$ cat src/rtl/intr_arb.sv
// intr_arb: interrupt arbiter / sequencer between the pending-capture block
// and the host. It picks one eligible source, presents irq/irq_id, runs the
// ack (claim) / eoi (end-of-interrupt) handshake, and pulses a one-cycle
// clear strobe with a one-hot select back to the capture block.
//
// Build option: define INTR_ARB_RR_EN for round-robin arbitration. Without
// it, arbitration is fixed priority (lowest index wins) and no pointer
// register exists.
module intr_arb #(
  parameter int INTR_NUM = 8,
  parameter int ID_W     = 3
) (
  input  logic                clk,
  input  logic                rst,
  input  logic [INTR_NUM-1:0] intr_pend,
  input  logic [INTR_NUM-1:0] intr_en,
  input  logic                ack,
  input  logic                eoi,
  output logic                irq,
  output logic [ID_W-1:0]     irq_id,
  output logic                busy,
  output logic                intr_clr,
  output logic [INTR_NUM-1:0] intr_clr_sel
);

  typedef enum logic [1:0] {
    ST_IDLE    = 2'd0,
    ST_PRESENT = 2'd1,
    ST_CLEAR   = 2'd2,
    ST_SERVICE = 2'd3
  } state_e;

  state_e              state_q, state_d;
  logic                irq_q, irq_d;
  logic [ID_W-1:0]     irq_id_q, irq_id_d;
  logic                busy_q, busy_d;
  logic                clr_q, clr_d;
  logic [INTR_NUM-1:0] clr_sel_q, clr_sel_d;

  logic [INTR_NUM-1:0] eligible;
  logic                any_eligible;
  logic [ID_W-1:0]     winner;
  logic [INTR_NUM-1:0] id_onehot;

  assign eligible     = intr_pend & intr_en;
  assign any_eligible = |eligible;

  // Index of the lowest set bit; zero when nothing is set.
  function automatic logic [ID_W-1:0] lowest_idx(input logic [INTR_NUM-1:0] v);
    lowest_idx = '0;
    for (int i = INTR_NUM - 1; i >= 0; i--) begin
      if (v[i]) begin
        lowest_idx = ID_W'(i);
      end
    end
  endfunction

  // One-hot decode of the presented id, used as the clear select on claim.
  for (genvar gi = 0; gi < INTR_NUM; gi++) begin : g_onehot
    assign id_onehot[gi] = (irq_id_q == ID_W'(gi));
  end

`ifdef INTR_ARB_RR_EN
  logic [ID_W-1:0]     ptr_q, ptr_d;
  logic [INTR_NUM-1:0] upper_mask;
  logic [INTR_NUM-1:0] upper_elig;

  // Sources at or above the pointer are searched first; if none of them is
  // eligible the search wraps to the lowest eligible index overall.
  for (genvar gi = 0; gi < INTR_NUM; gi++) begin : g_rr_mask
    assign upper_mask[gi] = (ID_W'(gi) >= ptr_q);
  end

  assign upper_elig = eligible & upper_mask;

  // Round-robin winner selection starting at the pointer.
  always_comb begin
    if (|upper_elig) begin
      winner = lowest_idx(upper_elig);
    end else begin
      winner = lowest_idx(eligible);
    end
  end

  // Pointer advances past the claimed source, wrapping at INTR_NUM-1.
  always_comb begin
    ptr_d = ptr_q;
    if (state_q == ST_PRESENT && ack) begin
      if (irq_id_q == ID_W'(INTR_NUM - 1)) begin
        ptr_d = '0;
      end else begin
        ptr_d = irq_id_q + ID_W'(1);
      end
    end
  end

  // Pointer register.
  always_ff @(posedge clk or posedge rst) begin
    if (rst) begin
      ptr_q <= '0;
    end else begin
      ptr_q <= ptr_d;
    end
  end
`else
  // Fixed priority: lowest eligible index wins.
  always_comb begin
    winner = lowest_idx(eligible);
  end
`endif

  // Handshake sequencing; the clear strobe defaults low so it lasts one cycle.
  always_comb begin
    state_d   = state_q;
    irq_d     = irq_q;
    irq_id_d  = irq_id_q;
    busy_d    = busy_q;
    clr_d     = 1'b0;
    clr_sel_d = '0;
    case (state_q)
      ST_IDLE: begin
        if (any_eligible) begin
          irq_d    = 1'b1;
          irq_id_d = winner;
          state_d  = ST_PRESENT;
        end
      end
      ST_PRESENT: begin
        // Selection is committed here; only ack moves on, eoi is ignored.
        if (ack) begin
          irq_d     = 1'b0;
          clr_d     = 1'b1;
          clr_sel_d = id_onehot;
          busy_d    = 1'b1;
          state_d   = ST_CLEAR;
        end
      end
      ST_CLEAR: begin
        // An early eoi is honoured here so the host never has to wait.
        if (eoi) begin
          busy_d  = 1'b0;
          state_d = ST_IDLE;
        end else begin
          state_d = ST_SERVICE;
        end
      end
      ST_SERVICE: begin
        if (eoi) begin
          busy_d  = 1'b0;
          state_d = ST_IDLE;
        end
      end
      default: begin
        irq_d   = 1'b0;
        busy_d  = 1'b0;
        state_d = ST_IDLE;
      end
    endcase
  end

  // State and registered outputs; reset abandons any handshake in flight.
  always_ff @(posedge clk or posedge rst) begin
    if (rst) begin
      state_q   <= ST_IDLE;
      irq_q     <= 1'b0;
      irq_id_q  <= '0;
      busy_q    <= 1'b0;
      clr_q     <= 1'b0;
      clr_sel_q <= '0;
    end else begin
      state_q   <= state_d;
      irq_q     <= irq_d;
      irq_id_q  <= irq_id_d;
      busy_q    <= busy_d;
      clr_q     <= clr_d;
      clr_sel_q <= clr_sel_d;
    end
  end

  assign irq          = irq_q;
  assign irq_id       = irq_id_q;
  assign busy         = busy_q;
  assign intr_clr     = clr_q;
  assign intr_clr_sel = clr_sel_q;

endmodule

$ cat config.mk
export PLATFORM = sky130hd
export DESIGN_NAME = intr_arb
export DESIGN_NICKNAME = d
export VERILOG_FILES = /design/src/rtl/intr_arb.sv
export SDC_FILE = /design/constraint.sdc
export NUM_CORES = 1
export LEC_CHECK = 0
export CAP_MARGIN = 20
export CORE_UTILIZATION = 40
export DETAILED_ROUTE_END_ITERATION = 10
export PLACE_DENSITY = 0.84
export SLEW_MARGIN = 10
export SYNTH_ARGS = -nofsm -noshare
export SYNTH_HDL_FRONTEND = slang
export SYNTH_SLANG_ARGS = --single-unit
export TNS_END_PERCENT = 100
$ cat constraint.sdc
create_clock -name clk -period 2.4 [get_ports clk]
set_input_delay 0.48 -clock clk [delete_from_list [all_inputs] [get_ports clk]]
set_output_delay 0.48 -clock clk [all_outputs]
set_load 0.01 [all_outputs]
After elaboration in Yosys (flattened, before gate mapping)
Index checks and enable logic that the tools add are counted.
{"block": "classes", "eq_ne": 14, "muxes": 23, "bitwise_logic": 1, "reduce_logical": 10}
{"operator": "$mux 3", "n": 8}
{"operator": "$mux 8", "n": 2}
{"operator": "$eq 3x3->1 const B", "n": 4}
{"operator": "$reduce_and 3->1", "n": 3}
{"operator": "$and 8x8->8", "n": 1}
{"operator": "$mux 2", "n": 4}
{"operator": "$pmux 2 s4", "n": 1}
{"operator": "$reduce_or 8->1", "n": 1}
{"operator": "$eq 3x2->1 const B", "n": 2}
{"operator": "$mux 1", "n": 6}
{"operator": "$ne 2x2->1 const B", "n": 3}
{"operator": "$eq 2x2->1 const B", "n": 2}
{"operator": "$pmux 1 s2", "n": 2}
{"operator": "$reduce_bool 2->1", "n": 2}
{"operator": "$eq 3x1->1 const B", "n": 1}
{"operator": "$logic_not 3->1", "n": 1}
{"operator": "$eq 2x1->1 const B", "n": 1}
{"operator": "$logic_not 2->1", "n": 1}
{"operator": "$ne 2x1->1 const B", "n": 1}
{"operator": "$reduce_and 2->1", "n": 1}
{"operator": "$reduce_or 2->1", "n": 1}
{"block": "totals", "regBits": 16, "in_bits": 20, "out_inout_bits": 14, "elab_cells": 54}

Logic depth before layout (Yosys ltp)
Gate-level depths: netlist of the first run.
{"block": "logic_depth", "depth_word": 9, "depth_mapped": 5, "depth_no_buf": 5}

Least setup slack after synthesis of the first run
No wires, ideal clock.
{"block": "synth_timing", "path_type": "in2reg", "start": "in intr_pend[5]", "end": "reg irq_id_q[0], in the netlist irq_id[0]", "setup_time_ps": 125, "t_arrival_ps": 1266, "required_time_ps": 2275, "path_slack_ps": 1009, "path_stages": 4, "path_buffers": 0, "cell_sequence": "a22oi_1 -> and4_1 -> nor3_2 -> mux2_4"}
{"block": "synth_between", "elab_chain_cells": 7, "word_cells_on_any_way": 9, "cone_classes": "6 x mux; 1 x bitwise; 2 x reduce/logical"}
{"item": "from (decl)", "line_no": "15", "rtl": "input logic [INTR_NUM-1:0] intr_pend,"}
{"item": "$and 8x8->8 *", "line_no": "45", "rtl": "assign eligible = intr_pend & intr_en;"}
{"item": "$mux 3 (6 in a row)", "line_no": "52", "rtl": "if (v[i]) begin"}
{"item": "to (signal assigned)", "line_no": "173", "rtl": "irq_id_q <= irq_id_d;"}
{"item": "to (decl)", "line_no": "35", "rtl": "logic [ID_W-1:0] irq_id_q, irq_id_d;"}
Every way passes the cells marked *; elsewhere a longest branch is shown, timed or not.
A chain may end at the register's enable or synchronous reset.

Final worst setup path of the first run
{"block": "layout_timing", "start": "reg irq_id_q[2], in the netlist irq_id[2]", "end": "out irq_id[2]"}
{"item": "to (decl)", "line_no": "20", "rtl": "output logic [ID_W-1:0] irq_id,"}
No word-level cell between the ends.

==> run metrics, run 1 <==
Yosys Warn Count 0; die outline area about 1900 um2; overall power of the completed layout approximately 940 uW; clock period minus worst slack roughly 1800 ps; number of instances in the synthesized netlist 63; most area-consuming cells after synthesis dfrtp_1 (59%), nand2_1 (6.7%), a32o_1 (4.5%); latest clock arrival within the worst-skew pair around 280 ps; initial core utilization between 40% and 50%; H-tree depth 1; fin nets 121; max incr delay on CP approximately 580 ps; count of instances resized after the clock tree is built 0; total vias in the final route 616; total routing resource utilization after global routing 18.5%; Hold Path Origin busy; result of the run completed; post-synth net total between 80 and 90; setup repair after global routing missed its margin no; share of final-layout standard cells stronger than drive strength 1 7.07%; number of failing hold endpoints at the final stage 0; syn avg cell area between 10 and 15 um2; Post-CTS Hold Buffers 0; iteration-0 DRC count of the detailed router 5; setup slack, reg-to-reg around 1100 ps; number of pins exceeding their max-slew limit in the final report 0; Distinct cells, synth 17; number of placement rows 14; number of cells on the worst reg-to-reg path 5; crit path DAT approximately 1300 ps; register bit total from synthesis 16; Max-Cap Viols 0; vias per cell between 5 and 6; most heavily used metal layer in global routing met2; initial antenna violation count 0; share of Yosys cell area claimed by the top area cell type between 50 and 60%; worst-case headroom to the max-slew limit between 60% and 70%; endpoint of the worst hold-timing path busy; clock buffer count from CTS 3; met1 capacity usage during global routing between 10% and 20%; floorplan die width about 43 um; Worst Max-Slew Pin Slew between 500 and 600 ps; Total Wirelength 1420 um; required time at the endpoint of the critical path 1920 ps; class of the tightest hold or removal check reg -> reg; launching element type of the critical path flop; grt met3 use around 3.0%; number of buffer and inverter instances along the worst setup path 1; area leader, netlist dfrtp_1; worst path cell trace clkdlybuf4s50_1; Post-DP HPWL 1180 um; floorplan die height ~43 um; first-pass GRT wire length 2500 um; fmax 0.553 GHz; layout-stage area growth over the synthesis result 55.4%; Tcrit/Tclk final roughly 75%; # port buffers 33; maximum fanout along the worst path 7; sum of negative setup slack 0 ps; standard cell core area between 1500 and 2000 um2; vias in the first global route 617; antenna viol nets, final 0; Crit Path Category reg -> out; TritonCTS clock tree yes; number of clock sinks 16; # DRC 0; Crit-path slowest cell clkdlybuf4s50_1; final weighted congestion in routability-driven placement 0.733; diode insertion count for antenna repair 0; TritonRoute pass-1 iters 4; sort of element at the end of the critical path primary output; met2 capacity usage during global routing between 30 and 40%; combined area of all synthesized cells around 670 um2; Worst Clk Skew 5.11 ps; ports placed on the boundary 34; Hold Crit Depth 2; launching instance or port of the critical path irq_id[2]; GRT Residual Overflow 0; sequential element share of the synthesized area roughly three fifths; maximum number of pins on one net before global-route repair 17; CTS clock-pin slew for the worst setup and hold paths roughly 80 ps; worst vdd rail ir drop 365 uV; Leak around 0.46 nW; delay-heaviest family, CP buffers and inverters; post-CTS setup buffer count 0; setup-violating endpoint count in the final report 0; worst r2r dst intr_clr_sel[4]; Clock Tree Buf Depth 2; number of fillers in the final layout 119; P per Cell Area 899 nW/um2; startpoint of the lowest-slack register-to-register path state_q[1]; detail-routed net length per standard cell around 12 um; CTS root buffer clkbuf_4
-- state kept, by name, summed over array words and instances, names as in the netlist --
register,cells
irq,1
intr_clr_sel,8
busy,1
state_q,2
intr_clr,1
irq_id,3
-- power breakdown --
group / switching, mW / internal (mW) / leakage (nW)
logic: 0.164 / 0.212 / 0.244
registers: 0.0833 / 0.350 / 0.206
clock network: 0.0732 / 0.0581 / 0.0138
-- stage by stage --
stage	hold slack (ps)	std cells	cell area (um2)	util (%)	setup slack, ps
final	515	115	1050	67.9	592
after detailed placement	495	112	1020	66.4	460
after global routing	533	115	1050	67.9	508
after global placement	461	112	1020	66.4	498
after floorplan	394	63	673	-	1010
after CTS	516	115	1050	67.9	582
-- placed cells by master (no fill, tap or decap), drive strengths merged --
cell / instances
clkdlybuf4s50: 33
dfrtp: 16
nand2: 12
a21oi: 5
nor3: 5
a22oi: 5
inv: 4
nor2: 4
a32o: 3
clkbuf: 3
o21ai: 2
nand2b: 2
nand3: 1
and4: 1
a21o: 1
nor4: 1
mux2: 1
-- kinds of logic (layout without fill, tap and decap cells) --
| kind of cell | count (synthesis) | after routing | share of synthesized area, % |
|---|---|---|---|
| compound gates | 16 | 16 | 17.8 |
| flops | 16 | 16 | 59.5 |
| buf+inv | 4 | 40 | 2.23 |
| simple gates | 26 | 26 | 18.2 |
| mux | 1 | 1 | 2.23 |
-- synth_stat cells --
cell / instances
a21o_1: 1
a21oi_1: 5
mux2_4: 1
nor2_1: 4
inv_1: 4
o21ai_0: 2
a22oi_2: 2
and4_1: 1
a22oi_1: 3
a32o_1: 3
dfrtp_1: 16
nor3_1: 4
nand3_1: 1
nand2b_1: 2
nor4_1: 1
nor3_2: 1
nand2_1: 12
-- worst min-delay path, cell delays in order (launching register included) --
cell     delay (ps)
dfrtp_1         360
nand2_1          50
nand2_1          70
-- layout make-up --
type | count | area [um2] | share of cell area [%]
Multi-Input combinational cell | 43 | 258 | 24.6
Timing Repair Buffer | 33 | 330 | 31.6
Sequential cell | 16 | 400 | 38.3
Tap cell | 16 | 20.0 | 1.91
Inverter | 4 | 15.0 | 1.44
Clock buffer | 3 | 22.5 | 2.15
-- metal layers --
layer | vias to the layer above | part of all wire (%)
met2 | 33 | 53
met5 | - | 0
li1 | 303 | -
met4 | 0 | 0.99
met1 | 278 | 39
met3 | 2 | 7.0
-- worst max-delay path by stage --
stage	endpoint	slack [ps]	cells after the start
after CTS	irq_id[2]	580	1
after floorplan	irq_id[0]	1010	4
final	irq_id[2]	590	1
after global placement	irq_id[0]	500	5
after detailed placement	irq_id[0]	460	5
after global routing	irq_id[2]	510	1
No activity file was read; power rests on OpenSTA's default activity.
==> inputs of run 2 (changes only) <==
- CORE_UTILIZATION: 40 -> 34
- PLACE_DENSITY: 0.84 -> 0.77
- clock period: 2.4 -> 1.6 ns (I/O delays scaled with it)
==> run metrics, run 2 (synthesized netlist as in run 1, its figures left out) <==
result of the run completed; # port buffers 33 (unchanged); required time at the endpoint of the critical path 1280 ps (-640 ps); P per Cell Area 1330 nW/um2 (+49%); standard cell core area 1780 um2 (+16%); antenna viol nets, final 0 (unchanged); class of the tightest hold or removal check in -> async; total vias in the final route 652 (+5.8%); instance area after placement 1110 um2 (+8.4%); number of buffer and inverter instances along the worst setup path 1 (unchanged); smallest hold slack 342 ps (-173 ps); number of pins exceeding their max-slew limit in the final report 0 (unchanged); clock buffer count from CTS 3 (unchanged); max incr delay on CP 540 ps (-40 ps); detail-routed net length per standard cell 11.1 um (-9.8%); share of final-layout standard cells stronger than drive strength 1 18.0% (+11 points); ports placed on the boundary 34 (unchanged); crit path DAT 1190 ps (-140 ps); GRT Residual Overflow 0 (unchanged); CTS root buffer clkbuf_4; vias per cell 4.79 (-10%); Worst Clk Skew 2.36 ps (-2.74 ps); Tcrit/Tclk final 94.4%; Crit-path slowest cell clkdlybuf4s50_1; Post-DP HPWL 1250 um (+6.0%); setup repair after global routing missed its margin no; Post-CTS Hold Buffers 0 (unchanged); Inst Count DP 131 (+17%); sort of element at the end of the critical path primary output; Clock Tree Buf Depth 2 (unchanged); fmax between 0.6 and 0.7 GHz; die outline area 2160 um2 (+17%); launching element type of the critical path flop; number of flip-flops in the largest register 8 (unchanged); number of failing hold endpoints at the final stage 0 (unchanged); fin nets 132 (+9.1%); number of clock sinks 16 (unchanged); worst path cell trace clkdlybuf4s50_1; total routing resource utilization after global routing 16.9% (-1.6 points); number of placement rows 15 (+1); vias in the first global route 609 (-1.3%); final non-filler cell total 136 (+18%); Total Wirelength 1510 um (+6.7%); CTS clock-pin slew for the worst setup and hold paths 90 ps (about the same); latest clock arrival within the worst-skew pair 280 ps (about the same); maximum fanout along the worst path 2 (-5); TritonRoute pass-1 iters 3 (-1); diode insertion count for antenna repair 0 (unchanged); worst-case headroom to the max-slew limit 81.9% (+20 points); TritonCTS clock tree yes; floorplan die height 46.5 um (+8.1%); clock period minus worst slack 1510 ps; most frequent standard cell in the layout excluding fill and tap cells clkdlybuf4s50_1; utilization after layout 64.9% (-2.9 points); Leak 0.533 nW (+15%); smallest setup slack after layout 89.4 ps (-502 ps); cell area after layout 1160 um2 (+11%); Worst Max-Slew Pin Slew 271 ps (-294 ps); overall power of the completed layout 1.54 mW (+64%); DP Worst Slack -171 ps (-630 ps); floorplan die width 46.5 um (+8.1%); setup-violating endpoint count in the final report 0 (unchanged); first-pass GRT wire length 2500 um (+0.28%); H-tree depth 1 (unchanged); most frequent cells in the layout clkdlybuf4s50_1 (32), dfrtp_1 (15), nand2_1 (12), buf_4 (11), a21oi_1 (5); worst vdd rail ir drop 712 uV (+95%); final weighted congestion in routability-driven placement 0.727 (-0.82%); delay-heaviest family, CP buffers and inverters; Max-Cap Viols 0 (unchanged); initial antenna violation count 0 (unchanged); layout-stage area growth over the synthesis result 71.9%; # DRC 0 (unchanged); iteration-0 DRC count of the detailed router 14 (+9); initial core utilization 37.8% (-5.9 points); Crit Path Category reg -> out; sum of negative setup slack 0 ps (unchanged); maximum number of pins on one net before global-route repair 17 (unchanged)
[run 2: cell types whose count changed in the layout (fill, tap and decap cells not counted), sizes merged]
cell and delta:
buf +11, clkbuf +1, dlymetal6s2s +1, clkdlybuf4s50 -1
[run 2: power breakdown]
part	total (mW)	switching [mW]	leakage, nW	internal (mW)
logic	0.671	0.289	0.307	0.383
clock network	0.261	0.122	0.0210	0.138
registers	0.612	0.0855	0.204	0.527
[run 2: layout make-up]
cell class              instances  area, um2
clock buffers                   4       36.3
fillers                       137        626
inverters                       4       15.0
multi-input cells              43        258
flip-flops and latches         16        402
well taps                      25       31.3
repair buffers                 44        415
[run 2: final timing paths]
| check | startpoint | end | slack, ps | cells past startpoint |
|---|---|---|---|---|
| min reg2reg | busy | busy | 500 | 2 |
| min | rst | intr_clr_sel[7] | 340 | 3 |
| max | irq | irq | 90 | 1 |
| max reg2reg | state_q[1] | intr_clr_sel[0] | 430 | 4 |
| max in group asynchronous | rst | irq_id[0] | 1070 | 3 |
| min in group clk | busy | busy | 500 | 2 |
[run 2: metal layers]
metal	routed length, um	vias to the layer above	GRT usage, %
met1	672	298	19.9
met4	45	0	10.0
met2	714	23	27.5
li1	-	325	-
met5	0	-	0
met3	77	6	3.92
[run 2: timing repair]
item	4_1_cts	5_1_grt
buffers inserted	1	0
resized for setup	1	1
pin swaps	0	0
endpoints found under the setup margin	2	1
[run 2: worst reg2reg max path, stage by stage (launching register included)]
cell and delay [ps]:
dfrtp_1 430, inv_1 80, nand3_1 160, buf_4 210
nor4_1 190
